File: config.mk
export PLATFORM = sky130hd
export DESIGN_NAME = regfile_sequencer
export DESIGN_NICKNAME = d
export VERILOG_FILES = /design/src/rtl/regfile_sequencer.sv
export SDC_FILE = /design/constraint.sdc
export NUM_CORES = 1
export LEC_CHECK = 0
export CAP_MARGIN = 20
export CORE_ASPECT_RATIO = 0.75
export CORE_MARGIN = 5
export CORE_UTILIZATION = 40
export CTS_CLUSTER_DIAMETER = 150
export DETAILED_ROUTE_END_ITERATION = 6
export HOLD_SLACK_MARGIN = 0.15
export PLACE_DENSITY = 0.79
export SKIP_CTS_REPAIR_TIMING = 1
export SYNTH_ARGS = -nofsm -noshare
export SYNTH_HDL_FRONTEND = slang
export SYNTH_SLANG_ARGS = --single-unit
export TNS_END_PERCENT = 50
File: constraint.sdc
create_clock -name clk -period 2 [get_ports clk]
set_clock_uncertainty 0.1 [all_clocks]
set_input_delay 0.4 -clock clk [delete_from_list [all_inputs] [get_ports clk]]
set_output_delay 0.4 -clock clk [all_outputs]
set_load 0.1 [all_outputs]
File: src/rtl/regfile_sequencer.sv
// Control sequencer for the 8x16 register file, A/B/C operand registers and ALU.
// Accepts one instruction per valid/ready handshake and steps it through Moore-decoded strobe states.
module regfile_sequencer #(
  parameter int DATA_W = 16,
  parameter int REG_W  = 3
) (
  input  logic              clk,
  input  logic              reset,
  input  logic              in_valid,
  input  logic [15:0]       instr,
  output logic              in_ready,
  output logic [REG_W-1:0]  readnum,
  output logic [REG_W-1:0]  writenum,
  output logic              write,
  output logic              loada,
  output logic              loadb,
  output logic              loadc,
  output logic              loads,
  output logic              asel,
  output logic              vsel,
  output logic [1:0]        shift,
  output logic [1:0]        aluop,
  output logic [DATA_W-1:0] sximm8,
  output logic              done,
  output logic              err
);

  // state | meaning
  // IDLE  | ready for a new instruction
  // WIMM  | write sign-extended imm8 into Rn
  // GETA  | read Rn into A
  // GETB  | read Rm into B
  // EXEC  | ALU result into C (and flags for CMP)
  // WREG  | write C into Rd
  // DONE  | retire pulse
  // ERR   | illegal instruction pulse
  typedef enum logic [2:0] {
    S_IDLE, S_WIMM, S_GETA, S_GETB, S_EXEC, S_WREG, S_DONE, S_ERR
  } state_t;

  localparam logic [2:0] OPC_MOV = 3'b110;
  localparam logic [2:0] OPC_ALU = 3'b101;

  state_t      state, state_nxt;
  logic [15:0] instr_q;

  logic [2:0] in_opc, q_opc;
  logic [1:0] in_op, q_op;
  logic       accept;

  assign in_opc = instr[15:13];
  assign in_op  = instr[12:11];
  assign q_opc  = instr_q[15:13];
  assign q_op   = instr_q[12:11];
  assign accept = (state == S_IDLE) && in_valid;

  always_ff @(posedge clk) begin
    if (reset) begin
      state   <= S_IDLE;
      instr_q <= '0;
    end else begin
      state <= state_nxt;
      if (accept) instr_q <= instr;
    end
  end

  always_comb begin
    state_nxt = state;
    in_ready  = 1'b0;
    write     = 1'b0;
    loada     = 1'b0;
    loadb     = 1'b0;
    loadc     = 1'b0;
    loads     = 1'b0;
    asel      = 1'b0;
    vsel      = 1'b0;
    done      = 1'b0;
    err       = 1'b0;
    readnum   = REG_W'(instr_q[2:0]);
    writenum  = REG_W'(instr_q[7:5]);
    shift     = instr_q[4:3];
    aluop     = instr_q[12:11];
    sximm8    = {{(DATA_W-8){instr_q[7]}}, instr_q[7:0]};

    case (state)
      S_IDLE: begin
        in_ready = 1'b1;
        if (in_valid) begin
          if (in_opc == OPC_MOV && in_op == 2'b10)      state_nxt = S_WIMM;
          else if (in_opc == OPC_MOV && in_op == 2'b00) state_nxt = S_GETB;
          else if (in_opc == OPC_ALU && in_op == 2'b11) state_nxt = S_GETB;
          else if (in_opc == OPC_ALU)                   state_nxt = S_GETA;
          else                                          state_nxt = S_ERR;
        end
      end
      S_WIMM: begin
        writenum  = REG_W'(instr_q[10:8]);
        vsel      = 1'b1;
        write     = 1'b1;
        state_nxt = S_DONE;
      end
      S_GETA: begin
        readnum   = REG_W'(instr_q[10:8]);
        loada     = 1'b1;
        state_nxt = S_GETB;
      end
      S_GETB: begin
        loadb     = 1'b1;
        state_nxt = S_EXEC;
      end
      S_EXEC: begin
        // Only legal instructions reach here: MOV reg (opcode 110) and MVN bypass A.
        loadc     = 1'b1;
        asel      = (q_opc == OPC_MOV) || (q_op == 2'b11);
        loads     = (q_opc == OPC_ALU) && (q_op == 2'b01);
        state_nxt = loads ? S_DONE : S_WREG;
      end
      S_WREG: begin
        write     = 1'b1;
        state_nxt = S_DONE;
      end
      S_DONE: begin
        done      = 1'b1;
        state_nxt = S_IDLE;
      end
      S_ERR: begin
        err       = 1'b1;
        state_nxt = S_IDLE;
      end
      default: state_nxt = S_IDLE;
    endcase

    if (reset) begin
      in_ready = 1'b0;
      write    = 1'b0;
      loada    = 1'b0;
      loadb    = 1'b0;
      loadc    = 1'b0;
      loads    = 1'b0;
      asel     = 1'b0;
      vsel     = 1'b0;
      done     = 1'b0;
      err      = 1'b0;
      readnum  = '0;
      writenum = '0;
      shift    = '0;
      aluop    = '0;
      sximm8   = '0;
    end
  end

endmodule

==> summary.txt <==
Power
  • Static Leakage: 0.843 nW
  • PwrDens: about 1200 mW/mm²
  • Clock network power share: around a tenth
  • Sw Share: 51.4%
  • NetSw: 0.00136 W
  • Pint: 0.00129 W
  • VDD IR max: ~0.71 mV
  • Sequential power share: a little under a quarter
  • Comb power frac: 66.6%

Routing
  • Final WL: 4380 µm
  • Avg WL per Cell: about 18 µm
  • Top Metal Used: met4
  • Met3 routed WL: 389 µm
  • DR WL met2: 2190 µm
  • Via Count: 1327
  • Drt drc: 0
  • Drt first pass iters: 4
  • Vias per inst: 5.48
  • Antenna viol nets, final: 0
  • M1 WL: approximately 1700 µm
  • First DRT Iteration DRCs: 110

Final layout
  • Filler cells: about 120
  • Final core utilization: 85.9%
  • Diode count: 0
  • Design Area, Final: between 0.002 and 0.0025 mm²
  • Fin nets: 226
  • Layout area overhead: 102%
  • Share of cells above drive strength 1: roughly 40%
  • Final Instance Count excl. Fillers: 242

Synth
  • Synth area leaders: dfxtp_1 (34%), nand2_1 (12%), a21oi_1 (8.8%)
  • Yosys top cell by area: dfxtp_1
  • Register area share after synthesis: ~34%
  • Yosys warning count: 0
  • FFs w/ async S/R, synth: 0%
  • Gate Count Post-Synth: 155
  • Post-synth top flop: dfxtp_1
  • Post-Syn Nets: 174
  • Yosys top cell area share: about 34%
  • Avg Inst Size Synth: 7.30 µm²
  • Netlist Area Pre-Place: 0.00113 mm²
  • Yosys cell types: 31
  • EDFF count, synth: 0
  • Commonest cells post-synth: nand2_1 (37), a21oi_1 (20), dfxtp_1 (19)
  • Seq cells post-synth: 19
  • Most frequent cell after synthesis: nand2_1

Placed design
  • Pre-CTS setup slack: 0.0981 ns
  • Port bufs: between 50 and 60
  • GP Congestion: roughly 0.9
  • Dpl cell area: 0.00220 mm²
  • Dpl hpwl: 3250 µm
  • DP Cell Count: 237

Timing
  • Final setup fails: 3
  • Final Critical Period: 2.04 ns
  • Worst slew pin tran: 0.508 ns
  • Final max-slew violation count: 0
  • Final worst setup slack: -0.0410 ns
  • Period utilization: 102%
  • Setup TNS: -0.0808 ns
  • RSZ-0062 raised after global routing: yes
  • Rel. slew slack: 65.7%
  • Max Freq: approximately 490 MHz
  • Final number of hold-violating endpoints: 0

Clock network
  • Skew-Pair Late Insertion Delay: 0.27 ns
  • CTS Sinks: 19
  • H-tree Lvls: 1
  • CTS tree: done
  • Num CTS Buffers: 3
  • CTS max path bufs: 2
  • CTS root buffer: clkbuf_8
  • Clk pin slew, worst setup/hold paths: roughly 0.070 ns

Job
  • Maxcap violations: 0

Outcome
  • Status: complete, but fails checks
  • Violated checks: setup timing

Setup path
  • CP required: 1.50 ns
  • Worst Path Arrival: 1.54 ns
  • Startpoint types: register
  • CP Capture Type: output pin
  • Crit path max fanout: 8
  • Setup CP Type: register to output pin

Global routing
  • Vias in the first global route: 1367
  • GRT Overall Usage: 21.4%
  • Initial antenna violation count: 0
  • Overflow after GRT: 0
  • First-pass GRT wire length: roughly 7000 µm
  • Largest net degree at the start of global routing: 28

Floorplanning
  • # rows: 16
  • Starting Density: 42.5%
  • Placeable Area: between 0.002 and 0.003 mm²
  • Die Y: roughly 56 µm
  • Die area: 0.00400 mm²
  • Io pins: 55
  • Width of the die: 71.4 µm

Hold path
  • Worst hold path type: register to register
==> final timing paths <==
| check | slack (ns) | start | cells after the start | endpoint |
|---|---|---|---|---|
| setup / recovery | -0.04 | state[1] | 5 | writenum[0] |
| hold / removal | 0.38 | instr_q[14] | 2 | instr_q[14] |
| hold reg to reg | 0.38 | instr_q[14] | 2 | instr_q[14] |
| setup reg to reg | 0.36 | state[2] | 5 | instr_q[8] |
==> registers in the layout, indices dropped and copies added (netlist names) <==
register  count
state         3
instr_q      16
==> cell type report <==
| type | count | area [µm²] | share of cell area [%] |
|---|---|---|---|
| Clock buffer | 3 | 41.3 | 1.81 |
| Clock inverter | 1 | 5.00 | 0.219 |
| Inverter | 4 | 20.0 | 0.875 |
| Multi-Input combinational cell | 112 | 761 | 33.3 |
| Sequential cell | 19 | 389 | 17.0 |
| Tap cell | 36 | 45.0 | 1.97 |
| Timing Repair Buffer | 67 | 1030 | 44.9 |
==> layer usage <==
layer,track usage [%],up-vias
li1,-,612
met1,22.8,629
met2,38.4,70
met3,7.40,16
met4,8.04,0
met5,0,-
==> worst max-delay path, stage by stage (launching register included) <==
cell and delay [ns]:
dfxtp_4 0.38, buf_4 0.14, nor3b_2 0.24, nand2_1 0.15, a21oi_4 0.19, buf_12 0.19
==> power groups by stage <==
stage	Combinational [W]	Clock [W]	Sequential, W
after global routing	0.00184	0.000294	0.000616
final	0.00176	0.000278	0.000604
after floorplan	0.00119	0	0.000547
after global placement	0.00165	0	0.000569
after CTS	0.00171	0.000279	0.000575
after detailed placement	0.00169	0	0.000584
==> kinds of logic after synthesis <==
| family | count (synthesis) | synth area share [%] |
|---|---|---|
| simple gates | 76 | 34.1 |
| compound gates | 32 | 16.5 |
| buf+inv | 24 | 12.4 |
| flops | 19 | 33.6 |
| mux | 3 | 2.65 |
| xor+xnor | 1 | 0.774 |
==> metrics by stage <==
step	power (W)	hold slack [ns]
floorplan	0.00174	0.332
global placement	0.00221	0.339
detailed placement	0.00227	0.368
CTS	0.00256	0.379
global route	0.00275	0.394
finish	0.00264	0.382
==> layout by cell type (no fill, tap or decap), types with 2 or more instances in the layout <==
master / n
buf_12: 38
a21oi_4: 3
clkbuf_8: 3
o21ai_0: 2
nor2_2: 6
nor2b_1: 10
a311oi_1: 2
dfxtp_4: 2
nand2_1: 36
nand3_1: 2
nor2b_4: 2
o21ai_1: 2
dfxtp_1: 16
mux2i_2: 2
inv_1: 3
nor2b_2: 2
nor3b_4: 2
buf_6: 2
clkdlybuf4s50_1: 17
nor2_1: 3
a21oi_1: 17
buf_4: 9
(Power assumes the default switching activity.)
